`src/rtl/w21_col_mac_seq_if.sv`:
```
// w21_col_mac_seq_if: bundles the start/done handshake, the ROM/activation read port and the
// column result of one column MAC sequencer.
//   start    : begin a column pass (sampled only while idle)
//   busy     : pass in progress (RUN or DRAIN)
//   adrs_clm : row address to the weight ROM and the activation buffer
//   w_in     : signed weight for adrs_clm, same cycle
//   x_in     : signed activation for adrs_clm, same cycle
//   x_vld    : x_in valid this cycle (low = activation source stalled)
//   y        : signed column sum, held until the next accepted start
//   done     : one-cycle pulse, y valid
// Modports: slave = sequencer side, master = layer controller / memory side.
interface w21_col_mac_seq_if #(
   parameter int unsigned ADDR_W = 9,
   parameter int unsigned W_W    = 21,
   parameter int unsigned X_W    = 16,
   parameter int unsigned ACC_W  = 48
);
   logic              start;
   logic              busy;
   logic [ADDR_W-1:0] adrs_clm;
   logic [W_W-1:0]    w_in;
   logic [X_W-1:0]    x_in;
   logic              x_vld;
   logic [ACC_W-1:0]  y;
   logic              done;

   modport slave (
      input  start,
      input  w_in,
      input  x_in,
      input  x_vld,
      output busy,
      output adrs_clm,
      output y,
      output done
   );

   modport master (
      output start,
      output w_in,
      output x_in,
      output x_vld,
      input  busy,
      input  adrs_clm,
      input  y,
      input  done
   );
endinterface

```
`src/rtl/w21_col_mac_seq.sv`:
```
// w21_col_mac_seq: walks one weight-ROM column (rows 0..N_ROWS-1), multiplies each signed
// weight by its signed activation and accumulates a single signed column sum.
// Pipeline: address/read -> product register (p_q, pv_q) -> accumulator (acc_q).
// A pass is IDLE -> RUN (one row per cycle with x_vld=1) -> DRAIN (2 cycles) -> DONE (1 cycle).
// Ports:
//   clk : rising-edge clock
//   rst : synchronous active-high reset
//   bus : w21_col_mac_seq_if.slave (start, busy, adrs_clm, w_in, x_in, x_vld, y, done)
// Optional build macro W21_COL_MAC_RELU_EN: when defined, negative column sums are clamped to
// zero at DONE (fused ReLU). Pipeline and timing are the same in both builds.
module w21_col_mac_seq #(
   parameter int unsigned N_ROWS = 300,
   parameter int unsigned ADDR_W = 9,
   parameter int unsigned W_W    = 21,
   parameter int unsigned X_W    = 16,
   parameter int unsigned ACC_W  = 48
) (
   input logic                  clk,
   input logic                  rst,
   w21_col_mac_seq_if.slave     bus
);

   localparam int unsigned PROD_W = W_W + X_W;
   localparam logic [ADDR_W-1:0] LastAddr = ADDR_W'(N_ROWS - 1);

   typedef enum logic [2:0] {
      StIdle,
      StRun,
      StDrain1,
      StDrain2,
      StDone
   } state_e;

   state_e                    state_q, state_d;
   logic [ADDR_W-1:0]         adrs_q, adrs_d;
   logic signed [PROD_W-1:0]  p_q, p_d;
   logic                      pv_q, pv_d;
   logic signed [ACC_W-1:0]   acc_q, acc_d;
   logic [ACC_W-1:0]          y_q, y_d;

   logic signed [PROD_W-1:0]  w_ext, x_ext, prod;
   logic signed [ACC_W-1:0]   p_ext;
   logic [ACC_W-1:0]          result;

   // Both operands are widened to the full product width before the multiply so the
   // truncated product is the exact signed result.
   always_comb begin
      w_ext = {{X_W{bus.w_in[W_W-1]}}, bus.w_in};
      x_ext = {{W_W{bus.x_in[X_W-1]}}, bus.x_in};
      prod  = w_ext * x_ext;
      p_ext = {{(ACC_W-PROD_W){p_q[PROD_W-1]}}, p_q};
   end

   // Column result as published at DONE.
   always_comb begin
`ifdef W21_COL_MAC_RELU_EN
      result = acc_q[ACC_W-1] ? '0 : acc_q;
`else
      result = acc_q;
`endif
   end

   always_comb begin
      state_d = state_q;
      adrs_d  = adrs_q;
      p_d     = p_q;
      pv_d    = 1'b0;
      acc_d   = acc_q;
      y_d     = y_q;

      // Accumulate stage runs independently of the state; it empties during DRAIN.
      if (pv_q) begin
         acc_d = acc_q + p_ext;
      end

      unique case (state_q)
         StIdle: begin
            if (bus.start) begin
               state_d = StRun;
               adrs_d  = '0;
               acc_d   = '0;
            end
         end
         StRun: begin
            if (bus.x_vld) begin
               p_d  = prod;
               pv_d = 1'b1;
               if (adrs_q == LastAddr) begin
                  adrs_d  = '0;
                  state_d = StDrain1;
               end else begin
                  adrs_d = adrs_q + ADDR_W'(1);
               end
            end
         end
         StDrain1: begin
            state_d = StDrain2;
         end
         StDrain2: begin
            // Last product was accumulated on the previous edge, so acc_q is final here.
            y_d     = result;
            state_d = StDone;
         end
         StDone: begin
            state_d = StIdle;
         end
         default: begin
            state_d = StIdle;
         end
      endcase
   end

   always_ff @(posedge clk) begin
      if (rst) begin
         state_q <= StIdle;
         adrs_q  <= '0;
         p_q     <= '0;
         pv_q    <= 1'b0;
         acc_q   <= '0;
         y_q     <= '0;
      end else begin
         state_q <= state_d;
         adrs_q  <= adrs_d;
         p_q     <= p_d;
         pv_q    <= pv_d;
         acc_q   <= acc_d;
         y_q     <= y_d;
      end
   end

   always_comb begin
      bus.busy     = (state_q == StRun) || (state_q == StDrain1) || (state_q == StDrain2);
      bus.done     = (state_q == StDone);
      bus.adrs_clm = adrs_q;
      bus.y        = y_q;
   end

endmodule
```
`src/flat_wrapper.sv`:
```
// flat-port wrapper written by rule: the top's interface ports become plain ports
module w21_col_mac_seq_flat 
#(
   parameter int unsigned N_ROWS = 300,
   parameter int unsigned ADDR_W = 9,
   parameter int unsigned W_W    = 21,
   parameter int unsigned X_W    = 16,
   parameter int unsigned ACC_W  = 48
)
  (clk, rst, bus_start, bus_w_in, bus_x_in, bus_x_vld, bus_busy, bus_adrs_clm, bus_y, bus_done);
  w21_col_mac_seq_if #(.ADDR_W(ADDR_W), .W_W(W_W), .X_W(X_W), .ACC_W(ACC_W)) bus_i ();
  input logic clk;
  input logic rst;
  input wire logic [$bits(bus_i.start)-1:0] bus_start;
  input wire logic [$bits(bus_i.w_in)-1:0] bus_w_in;
  input wire logic [$bits(bus_i.x_in)-1:0] bus_x_in;
  input wire logic [$bits(bus_i.x_vld)-1:0] bus_x_vld;
  output wire logic [$bits(bus_i.busy)-1:0] bus_busy;
  output wire logic [$bits(bus_i.adrs_clm)-1:0] bus_adrs_clm;
  output wire logic [$bits(bus_i.y)-1:0] bus_y;
  output wire logic [$bits(bus_i.done)-1:0] bus_done;
  assign bus_i.start = bus_start;
  assign bus_i.w_in = bus_w_in;
  assign bus_i.x_in = bus_x_in;
  assign bus_i.x_vld = bus_x_vld;
  assign bus_busy = bus_i.busy;
  assign bus_adrs_clm = bus_i.adrs_clm;
  assign bus_y = bus_i.y;
  assign bus_done = bus_i.done;
  w21_col_mac_seq #(.N_ROWS(N_ROWS), .ADDR_W(ADDR_W), .W_W(W_W), .X_W(X_W), .ACC_W(ACC_W)) u_core (.clk(clk), .rst(rst), .bus(bus_i));
endmodule
```
`config.mk`:
```
export PLATFORM = sky130hd
export DESIGN_NAME = w21_col_mac_seq_flat
export DESIGN_NICKNAME = d
export VERILOG_FILES = /design/src/rtl/w21_col_mac_seq_if.sv /design/src/rtl/w21_col_mac_seq.sv /design/src/flat_wrapper.sv
export SDC_FILE = /design/constraint.sdc
export NUM_CORES = 1
export LEC_CHECK = 0
export ABC_AREA = 1
export BUFFER_PORTS_ARGS = -buffer_cell sky130_fd_sc_hd__buf_4
export CAP_MARGIN = 20
export CORE_MARGIN = 5
export CORE_UTILIZATION = 30
export DETAILED_ROUTE_END_ITERATION = 8
export PLACE_DENSITY_LB_ADDON = 0.08
export SLEW_MARGIN = 10
export SYNTH_ARGS = -nofsm -noshare
export SYNTH_HDL_FRONTEND = slang
export SYNTH_SLANG_ARGS = --single-unit
```
`constraint.sdc`:
```
create_clock -name clk -period 16.27 [get_ports clk]
set_input_delay 0.8135 -clock clk [delete_from_list [all_inputs] [get_ports clk]]
set_output_delay 0.8135 -clock clk [all_outputs]
set_load 0.03 [all_outputs]
```
; Word level (Yosys, flattened, before mapping)
; Index checks and enable logic that the tools add are counted.
[op_classes]
muxes = 12
bitwise = 1
n_shift = 0
reduce_logical = 8
div = 0
mul = 1
magnitude_cmp = 0
n_addsub = 2
eq_ne = 8
[ops]
columns = cell, n
row1 = 48-bit 2-to-1 mux, 3
row2 = 48-bit by 37-bit adder with 48-bit output, 1
row3 = 21-bit by 16-bit multiplier with 37-bit output, 1
row4 = 9-bit 2-to-1 mux, 3
row5 = 9-bit case mux with 2 select lines, 1
row6 = 3-bit case mux with 4 select lines, 1
row7 = "9-bit by 1-bit adder with 9-bit output, second input constant", 1
row8 = "9-bit == test, second input constant", 1
row9 = 3-bit 2-to-1 mux, 3
row10 = "3-bit by 2-bit == test with 1-bit output, second input constant", 2
row11 = 3-bit AND reduction, 2
row12 = "2-bit inequality test, second input constant", 2
row13 = "3-bit by 1-bit == test with 1-bit output, second input constant", 1
row14 = "3-bit == test, second input constant", 1
row15 = 3-bit logical NOT, 1
row16 = 1-bit logical OR, 2
row17 = "2-bit by 1-bit inequality test with 1-bit output, second input constant", 1
row18 = 2-bit AND reduction, 1
row19 = 2-bit nonzero test, 1
row20 = 2-bit OR reduction, 1
row21 = 1-bit 2-to-1 mux, 1
row22 = 1-bit inverter, 1
[totals]
latchBits = 0
n_memories = 0
in_bits = 41
regBits = 146
romBits = 0
out_inout_bits = 59
ramBits = 0
wordCells = 38

; Logic depth before layout (Yosys ltp)
; Gate-level depths: netlist of the first run.
[depth]
word_depth = 4
mapped_depth = 31
depth_no_buf = 29

; Least setup slack after synthesis of the first run
; OpenSTA, ideal clock, no wires.
[synth_path]
kind = input-to-reg
start = input bus_w_in[13]
end = register u_core.p_q[23]
setup_ns = 0.109
n_path_buf = 2
cell_stages = 24
path_slack_ns = 10.253
t_required_ns = 16.161
t_arrival_ns = 5.908
path_cell_list = clkbuf_1 > clkbuf_1 > nand2_1 > fa_1 > inv_1 > fa_1 > inv_1 > fa_1 > inv_1 > fa_1 > inv_1 > fa_1 > inv_1 > fa_1 > ha_1 > a21oi_1 > o21ai_0 > a21oi_1 > nand2_1 > a21oi_1 > or2_1 > nand3_1 > nand2_1 > inv_1
[synth_via]
elab_chain_cells = 1
[synth_rtl]
columns = element, line_no
row1 = from (decl), flat_wrapper.sv:15  ; input wire logic [$bits(bus_i.w_in)-1:0] bus_w_in;
row2 = 21-bit by 16-bit multiplier with 37-bit output, w21_col_mac_seq.sv:50  ; prod = w_ext * x_ext;
row3 = to (signal assigned), w21_col_mac_seq.sv:124  ; p_q <= p_d;
row4 = to (decl), w21_col_mac_seq.sv:36  ; logic signed [PROD_W-1:0] p_q, p_d;
; Every way passes these cells.
; A chain may end at the register's enable or synchronous reset.

; Final worst setup path of the first run
[layout_path]
start = input bus_x_in[15]
end = register u_core.p_q[21]
[layout_via]
elab_chain_cells = 1
[layout_rtl]
columns = element, line_no
row1 = from (decl), flat_wrapper.sv:16  ; input wire logic [$bits(bus_i.x_in)-1:0] bus_x_in;
row2 = 21-bit by 16-bit multiplier with 37-bit output, w21_col_mac_seq.sv:50
; Every way passes these cells.

==> reports/results.ini, run 1 <==
[sta]
period_share_pct = 39.1
hold_slack_ns = 0.479
hold_viol = 0
setup_viol = 0
relSlewSlack_pct = 36.3
drv_slew = 0
fin_skew_ns = 0.0136
max_freq_ghz = 0.157
layout_min_cycle_time_ns = 6.36
tns_ns = 0
worst_slew_pin_slew_ns = 0.956
rsz0062_at_grt = no

[grt]
use_met2_pct = 34.5
grt_overflow = 0
grt_use_met3_pct = 1.59
grt_pass1_wl_um = 118000
grt_busiest_layer = met2
antenna_found_initial = 0
grt.met1_usage_pct = 24.7
grt_usage_pct = 19.0
grt_pass1_vias = 20800
grt_max_degree = 67

[place]
hpwlAfterDp_um = 61300
gp_congestion = 0.943
port_buffers = 99
place_area_um2 = 23700

[clocking]
cts_hold_buf = 0
h-tree-depth = 4
cts_root_buffer = clkbuf_16
numCtsBuffers = 17
clk_latency_ns = 0.44
clk_pin_slew_ns = 0.06
cts_resized = 0
cts_tree = done
clock-sinks = 146
clockBufferDepth = 2
postCtsSetupBuffers = 0

[critical_path]
startpoint_type = primary input
timing.critical_path.mode_cell = fa_1
path_cells = buf_4 > inv_1 > or2_2 > fa_1 > fa_1 > inv_1 > fa_1 > fa_1 > fa_1 > inv_1 > fa_1 > inv_1 > ha_1 > a21oi_1 > o21ai_0 > nor2_1 > nand2_1 > a21oi_1 > or2_0 > nand3_1 > nand2_1 > inv_1
endpoint_kind = flip-flop
crit_type = primary input to flip-flop
slowest_delay_ns = 0.65
critPathSlowestCell = inv_1
timing.rr.start = u_core.p_q[0]
critPathRequiredTime_ns = 16.60
critPathMaxFanout = 22
startpoint = bus_x_in[15]
worstPathArrival_ns = 6.70

[layout]
fillCellCount = 8077
num_antenna_cells = 0
layout-drive-gt1-share_pct = 5.14
fin_nets = 3711
stdcell_area_um2 = 24300
fin_util_pct = 33.3
area.growth.synth_to_final_pct = 9.83

[synth]
yosysUniqueCellTypes = 46
syn_inst = 3183
synth-simple-area-share_pct = 22.4
synth-seq-cells = 146
syn_avg_cell_area_um2 = 6.96
synth_compound_area_share_pct = 9.23
syn_area_um2 = 22100
synth_top_area_share_pct = 30.1
yosysTopAreaCell = fa_1
synth_mux_area_share_pct = 0
synthAdderAreaFrac_pct = 38.0
synth_xor_area_share_pct = 1.27
synth_top_family_by_area = adder cells
yosys_warnings = 0
syn_nets = 3697
ys_seq_area_share_pct = 13.2
synthTopCellsByArea = fa_1, inv_1, dfxtp_1

[floorplan]
core_area_um2 = 73100
dieWidth_um = 282
ioPinCount = 100
initial_core_util_pct = 30.3
dieArea_um2 = 79300
die_h_um = 282
rows = 99

[detailed_routing]
vias = 19400
drt-total-wl_um = 73700
detailedRoute.firstIterationViolations = 1222
ant_nets = 0
dr.pass1.iters = 5
avgViaCountPerCell = 4.66
avgRoutedWirePerCell_um = 17.7
drc = 0

[worst_hold_path]
hold_start = u_core.acc_q[46]
hold_class = flip-flop to flip-flop

[outcome]
status = complete, no violations

[run]
max-cap-violations = 0

## path summary, 6_finish.rpt
path / cells after the start / slack, ns / to
hold reg to reg: 2 / 0.48 / u_core.bus.y[46]
hold / removal: 2 / 0.48 / u_core.bus.y[46]
setup / recovery: 22 / 9.91 / u_core.p_q[21]
setup reg to reg: 12 / 13.48 / u_core.acc_q[40]
## state kept, by name (all words and copies together), names as in the netlist
signal,cells
u_core.acc_q,48
u_core.bus.adrs_clm,9
u_core.bus.y,48
u_core.p_q,37
u_core.pv_q,1
u_core.state_q,3
## routing by layer
layer	wire (um)	vias to the layer above	share of wire [%]
met5	0	-	0
li1	-	9486	-
met1	33300	9521	45
met3	1930	84	2.6
met2	36800	343	50
met4	1680	0	2.3
## worst max-delay path: cells and delay by family
family	cells	cell delay (ns)
and+or+nand+nor	6	1.14
buffers and inverters	6	0.95
AOI/OAI and AO/OA	3	0.68
adders and majority gates	7	3.12
## cell usage after synthesis, drive strengths merged
cell	instances
inv	822
nand2	746
fa	333
nor2	288
a21oi	172
o21ai	148
dfxtp	146
ha	140
nand3	120
clkbuf	97
nand4	27
xor2	24
nor3	20
o211ai	15
buf	13
or2	12
a21o	11
o21bai	9
xnor2	8
a31oi	6
o221ai	5
o21a	4
and2	3
nand3b	3
a211oi	2
a21boi	2
nor4	2
a31o	1
a32o	1
nor3b	1
o31ai	1
o41ai	1
## final cells by class
class | count | area (um2) | area share [%]
multi-input combinational | 2105 | 15700 | 64.6
inverter | 822 | 3090 | 12.7
sequential | 146 | 2920 | 12.0
tap | 959 | 1200 | 4.93
timing repair buffer | 105 | 788 | 3.24
clock buffer | 18 | 439 | 1.81
clock inverter | 13 | 171 | 0.705
## metrics by stage
step / std cells / setup slack, ns
final: 4168 / 9.91
after global routing: 4168 / 9.43
after CTS: 4168 / 9.89
after detailed placement: 4137 / 9.41
after global placement: 4137 / 9.32
after floorplan: 3183 / 10.25
## cells by family (layout without fill, tap and decap cells)
kind of cell | count (synthesis) | in the layout
XOR/XNOR | 32 | 32
flip-flops | 146 | 146
AND/OR/NAND/NOR | 1222 | 1222
AO/OA/AOI/OAI | 378 | 378
buffers and inverters | 932 | 958
adder cells (fa/ha/maj) | 473 | 473
## cell usage in the layout (no fill, tap or decap), types with 2 or more instances in the layout
cell and n:
nand3_1 120, bufinv_16 3, fa_1 333, clkinvlp_4 2, nor3_2 3, clkbuf_16 17
a31oi_1 6, o221ai_1 5, xnor2_1 8, nor4_1 2, a21o_1 11, nand3b_1 3
or2_0 2, o211ai_1 15, o21ai_1 18, a21oi_1 171, dfxtp_1 145, nor3_1 16
a21boi_0 2, o21ai_0 130, nor2_1 282, inv_2 3, o21a_1 4, and2_1 3
inv_4 2, inv_6 7, o21bai_1 9, nand4_1 27, or2_2 9, ha_1 140
a211oi_1 2, inv_1 817, nor2_2 4, buf_4 105, xor2_1 24, nand2_1 744
Power of run 1 is left out: the tool's default activity adds up to more than one toggle a clock period on the data nets, which glitch-free logic cannot reach.
==> inputs of run 2 (changes only) <==
==> constraint.sdc (replaced) <==
create_clock -name clk -period 6.4 [get_ports clk]
set_input_delay 0.32 -clock clk [delete_from_list [all_inputs] [get_ports clk]]
set_output_delay 0.32 -clock clk [all_outputs]
set_load 0.03 [all_outputs]
==> run 2 against run 1 <==
Net effect:
- flip-flop and latch count unchanged
- critical endpoint is now u_core.p_q[22]
- first-iteration DRC count down 24%
- clock skew up 0.0014 ns
==> reports/results.ini, run 2 (synthesis gave the netlist of run 1 again) <==
[sta]
fin_skew_ns = 0.0150  ; +0.00135 ns
setup_viol = 0  ; unchanged
period_share_pct = 88.7
drv_slew = 0  ; unchanged
tns_ns = 0  ; unchanged
max_freq_ghz = 0.176
relSlewSlack_pct = 39.8  ; +3.5 points
hold_viol = 0  ; unchanged
worst_slew_pin_slew_ns = 0.903  ; -0.0529 ns
layout_min_cycle_time_ns = 5.67
rsz0062_at_grt = no

[floorplan]
dieArea_um2 = 79300  ; unchanged
ioPinCount = 100  ; unchanged
core_area_um2 = 73100  ; unchanged
die_h_um = 282  ; unchanged
initial_core_util_pct = 30.3  ; unchanged
rows = 99  ; unchanged
dieWidth_um = 282  ; unchanged

[clocking]
clockBufferDepth = 2  ; unchanged
postCtsSetupBuffers = 0  ; unchanged
cts_root_buffer = clkbuf_16
clock-sinks = 146  ; unchanged
h-tree-depth = 4  ; unchanged
numCtsBuffers = 17  ; unchanged
clk_pin_slew_ns = 0.06  ; about the same
cts_tree = done
clk_latency_ns = 0.45  ; about the same
cts_resized = 0  ; unchanged
cts_hold_buf = 0  ; unchanged

[critical_path]
endpoint_kind = flip-flop
startpoint_type = primary input
critPathRequiredTime_ns = 6.79  ; -9.81 ns
rr_worst_depth = 11  ; -1
startpoint = bus_x_in[15]
worstPathArrival_ns = 6.07  ; -0.63 ns
crit_type = primary input to flip-flop
critPathMaxFanout = 12  ; -45%
timing.rr.start = u_core.acc_q[0]

[layout]
stdcell_area_um2 = 24300  ; about the same
final_cell_mix = inv_1, nand2_1, fa_1
num_antenna_cells = 0  ; unchanged
fillCellCount = 8077  ; unchanged
area.growth.synth_to_final_pct = 9.81  ; about the same
fin_nets = 3714  ; +0.081%
layout-drive-gt1-share_pct = 5.26  ; +0.12 points
layout_commonest_cell = inv_1

[detailed_routing]
vias = 19300  ; -0.60%
dr.pass1.iters = 6  ; +1
drt-total-wl_um = 74100  ; +0.54%
avgViaCountPerCell = 4.63  ; -0.69%
detailedRoute.firstIterationViolations = 927  ; -24%
avgRoutedWirePerCell_um = 17.8  ; +0.44%
ant_nets = 0  ; unchanged
drc = 0  ; unchanged

[outcome]
status = complete, no violations

[grt]
grt_overflow = 0  ; unchanged
grt_usage_pct = 19.2  ; +0.14 points
grt_pass1_wl_um = 119000  ; +0.62%
grt_max_degree = 67  ; unchanged
grt_pass1_vias = 21100  ; +1.5%
antenna_found_initial = 0  ; unchanged

[worst_hold_path]
hold_class = primary input to flip-flop
hold_start = bus_x_vld
hold_depth = 3  ; +1

[place]
place_area_um2 = 23700  ; about the same
hpwlAfterDp_um = 61400  ; +0.24%
gp_congestion = 0.964  ; +2.2%
port_buffers = 99  ; unchanged

[run]
max-cap-violations = 0  ; unchanged

## run 2: final timing paths
kind	end	slack [ns]
worst min register to register	u_core.bus.y[47]	0.48
worst max-delay path	u_core.p_q[22]	0.73
worst min-delay path	u_core.state_q[1]	0.16
worst max register to register	u_core.acc_q[40]	3.58
## run 2: worst max-delay path, stage by stage
cell,delay (ns)
buf_4,0.11
inv_1,0.45
or2_2,0.22
fa_1,0.42
fa_1,0.51
inv_1,0.06
fa_1,0.52
fa_1,0.44
fa_1,0.50
inv_1,0.05
fa_1,0.47
inv_1,0.04
ha_1,0.35
nand2_1,0.11
nor2_1,0.18
inv_1,0.10
nor2_1,0.14
nand2_1,0.09
nand3_1,0.14
nand2_1,0.08
nand2_1,0.14
nor2_1,0.05
o21ai_0,0.41
nand2_1,0.09
inv_1,0.06
## run 2: per-layer routing
layer	routed length (um)	vias up	GRT usage (%)
li1	-	9492	-
met1	33700	9465	24.4
met2	37500	277	35.5
met3	1490	84	1.46
met4	1460	0	4.58
met5	0	-	0
## run 2: area by class of cell
cell class / count / area (um2) / area share (%)
well taps: 959 / 1200 / 4.93
repair buffers: 108 / 811 / 3.33
clock inverters: 14 / 144 / 0.592
clock buffers: 18 / 439 / 1.81
inverters: 822 / 3090 / 12.7
flip-flops and latches: 146 / 2920 / 12.0
multi-input cells: 2105 / 15700 / 64.6
## run 2: through the flow
step	utilization (%)	hold WS, ns	worst slack (ns)	instances
after global placement	32.5	0.460	0.135	4140
after detailed placement	32.5	0.472	0.165	4140
after floorplan	-	0.438	0.877	3183
final	33.3	0.163	0.726	4172
after global routing	33.3	0.176	0.308	4172
after CTS	33.3	0.128	0.661	4172
Power of run 2 is left out for the same reason.
==> inputs of run 3 (changes only) <==
==> constraint.sdc (replaced) <==
create_clock -name clk -period 6.4 [get_ports clk]
set_input_delay 0.96 -clock clk [delete_from_list [all_inputs] [get_ports clk]]
set_output_delay 0.96 -clock clk [all_outputs]
set_load 0.03 [all_outputs]
==> run 3 against run 2 <==
Net effect:
- routed wire length is 2.3% lower
- design area is 2.5% higher
- die area unchanged
- global-route usage fell by 0.44 points
- first-iteration DRC count increased by 6.5%
==> reports/results.ini, run 3 (synthesis gave the netlist of run 1 again) <==
[clocking]
cts_tree = done
h-tree-depth = 4  ; unchanged
cts_resized = 0  ; unchanged
clk_latency_ns = 0.45  ; about the same
clockBufferDepth = 2  ; unchanged
clock-sinks = 146  ; unchanged
clk_pin_slew_ns = 0.07  ; about the same
postCtsSetupBuffers = 0  ; unchanged
cts_hold_buf = 0  ; unchanged
cts_root_buffer = clkbuf_16
numCtsBuffers = 17  ; unchanged

[floorplan]
dieArea_um2 = 79300  ; unchanged
initial_core_util_pct = 30.3  ; unchanged
dieWidth_um = 282  ; unchanged
ioPinCount = 100  ; unchanged
die_h_um = 282  ; unchanged
rows = 99  ; unchanged
core_area_um2 = 73100  ; unchanged

[sta]
period_share_pct = 95.3  ; +6.6 points
fin_skew_ns = 0.0149  ; -0.0000353 ns
worst_slew_pin_slew_ns = 0.909  ; +0.00650 ns
max_freq_ghz = 0.164  ; -7.0%
hold_viol = 0  ; unchanged
layout_min_cycle_time_ns = 6.10  ; +0.425 ns
setup_viol = 0  ; unchanged
drv_slew = 0  ; unchanged
rsz0062_at_grt = no
relSlewSlack_pct = 39.4  ; -0.43 points
hold_slack_ns = 0.486  ; +0.323 ns
tns_ns = 0  ; unchanged

[detailed_routing]
detailedRoute.firstIterationViolations = 987  ; +6.5%
wl_met2_um = 37400  ; -0.12%
drt-total-wl_um = 72400  ; -2.3%
dr_wl_met3_um = 1660  ; +12%
avgRoutedWirePerCell_um = 17.1  ; -3.9%
avgViaCountPerCell = 4.60  ; -0.56%
ant_nets = 0  ; unchanged
drc = 0  ; unchanged
dr.pass1.iters = 5  ; -1
wl_met1_um = 32200  ; -4.4%
vias = 19500  ; +1.1%
topRoutingLayerUsed = met4

[grt]
grt_usage_pct = 18.7  ; -0.44 points
grt_pass1_vias = 20800  ; -1.4%
grt_max_degree = 68  ; +1.5%
grt_overflow = 0  ; unchanged
grt_pass1_wl_um = 117000  ; -1.7%
antenna_found_initial = 0  ; unchanged

[run]
max-cap-violations = 0  ; unchanged

[critical_path]
critPathRequiredTime_ns = 6.75  ; -0.04 ns
endpoint_kind = flip-flop
startpoint_type = primary input
worstPathArrival_ns = 6.45  ; +0.38 ns
critPathMaxFanout = 16  ; +4
crit_type = primary input to flip-flop

[layout]
num_antenna_cells = 0  ; unchanged
layout_commonest_cell = inv_1
stdcell_area_um2 = 24900  ; +2.5%
layout-drive-gt1-share_pct = 7.22  ; +2.0 points
final_cell_mix = inv_1, nand2_1, fa_1
fin_nets = 3784  ; +1.9%
area.growth.synth_to_final_pct = 12.6

[outcome]
status = complete, no violations

[place]
port_buffers = 99  ; unchanged
gp_congestion = 0.895  ; -7.1%
place_area_um2 = 24300  ; +2.4%
hpwlAfterDp_um = 61700  ; +0.53%

[worst_hold_path]
hold_class = flip-flop to flip-flop

run 3: changes by cell type in the layout (fill, tap and decap cells not counted):
cell / previous run / this run
buf_12: 0 / 3
bufinv_16: 1 / 4
clkbuf_1: 0 / 2
inv_8: 3 / 1
inv_6: 5 / 3
buf_4: 108 / 175
clkbuf_8: 1 / 0
clkinv_4: 1 / 3
clkinvlp_4: 3 / 2
clkinv_2: 1 / 0
run 3: layer usage:
layer / up-vias / global-route usage [%]
li1: 9640 / -
met1: 9520 / 23.8
met2: 304 / 34.8
met3: 69 / 1.72
met4: 0 / 3.64
met5: - / 0
run 3: layout make-up:
type	count	area [um2]
Tap cell	959	1200
Clock buffer	19	433
Fill cell	8060	48200
Clock inverter	13	199
Timing Repair Buffer	178	1370
Inverter	822	3090
Sequential cell	146	2920
Multi-Input combinational cell	2105	15700
run 3: path summary, 6_finish.rpt:
path / slack (ns) / from / cells after the start / endpoint
max: 0.30 / bus_w_in[8] / 22 / u_core.p_q[23]
min: 0.49 / u_core.acc_q[47] / 2 / u_core.bus.y[47]
max reg2reg: 3.63 / u_core.acc_q[0] / 11 / u_core.acc_q[40]
min reg2reg: 0.49 / u_core.acc_q[47] / 2 / u_core.bus.y[47]
run 3: worst max-delay path: stages:
cell and delay [ns]:
buf_4 0.29, nand2_1 0.13, fa_1 0.55, inv_1 0.06, fa_1 0.58, fa_1 0.45, fa_1 0.51, fa_1 0.50
inv_1 0.05, fa_1 0.47, inv_1 0.04, ha_1 0.36, a21oi_1 0.28, o21ai_0 0.17, a21oi_1 0.19, buf_4 0.15
nand2_1 0.07, a21oi_1 0.29, or2_1 0.15, nand3_1 0.07, nand2_1 0.10, inv_1 0.04
run 3: per-stage QoR:
stage	instances	util, %	setup WS, ns
final	4242	34.1	0.302
after detailed placement	4210	33.2	-0.184
after global routing	4242	34.1	0.0219
after global placement	4210	33.2	-0.179
after CTS	4242	34.1	0.320
after floorplan	3183	-	0.237
Power of run 3 is left out for the same reason.
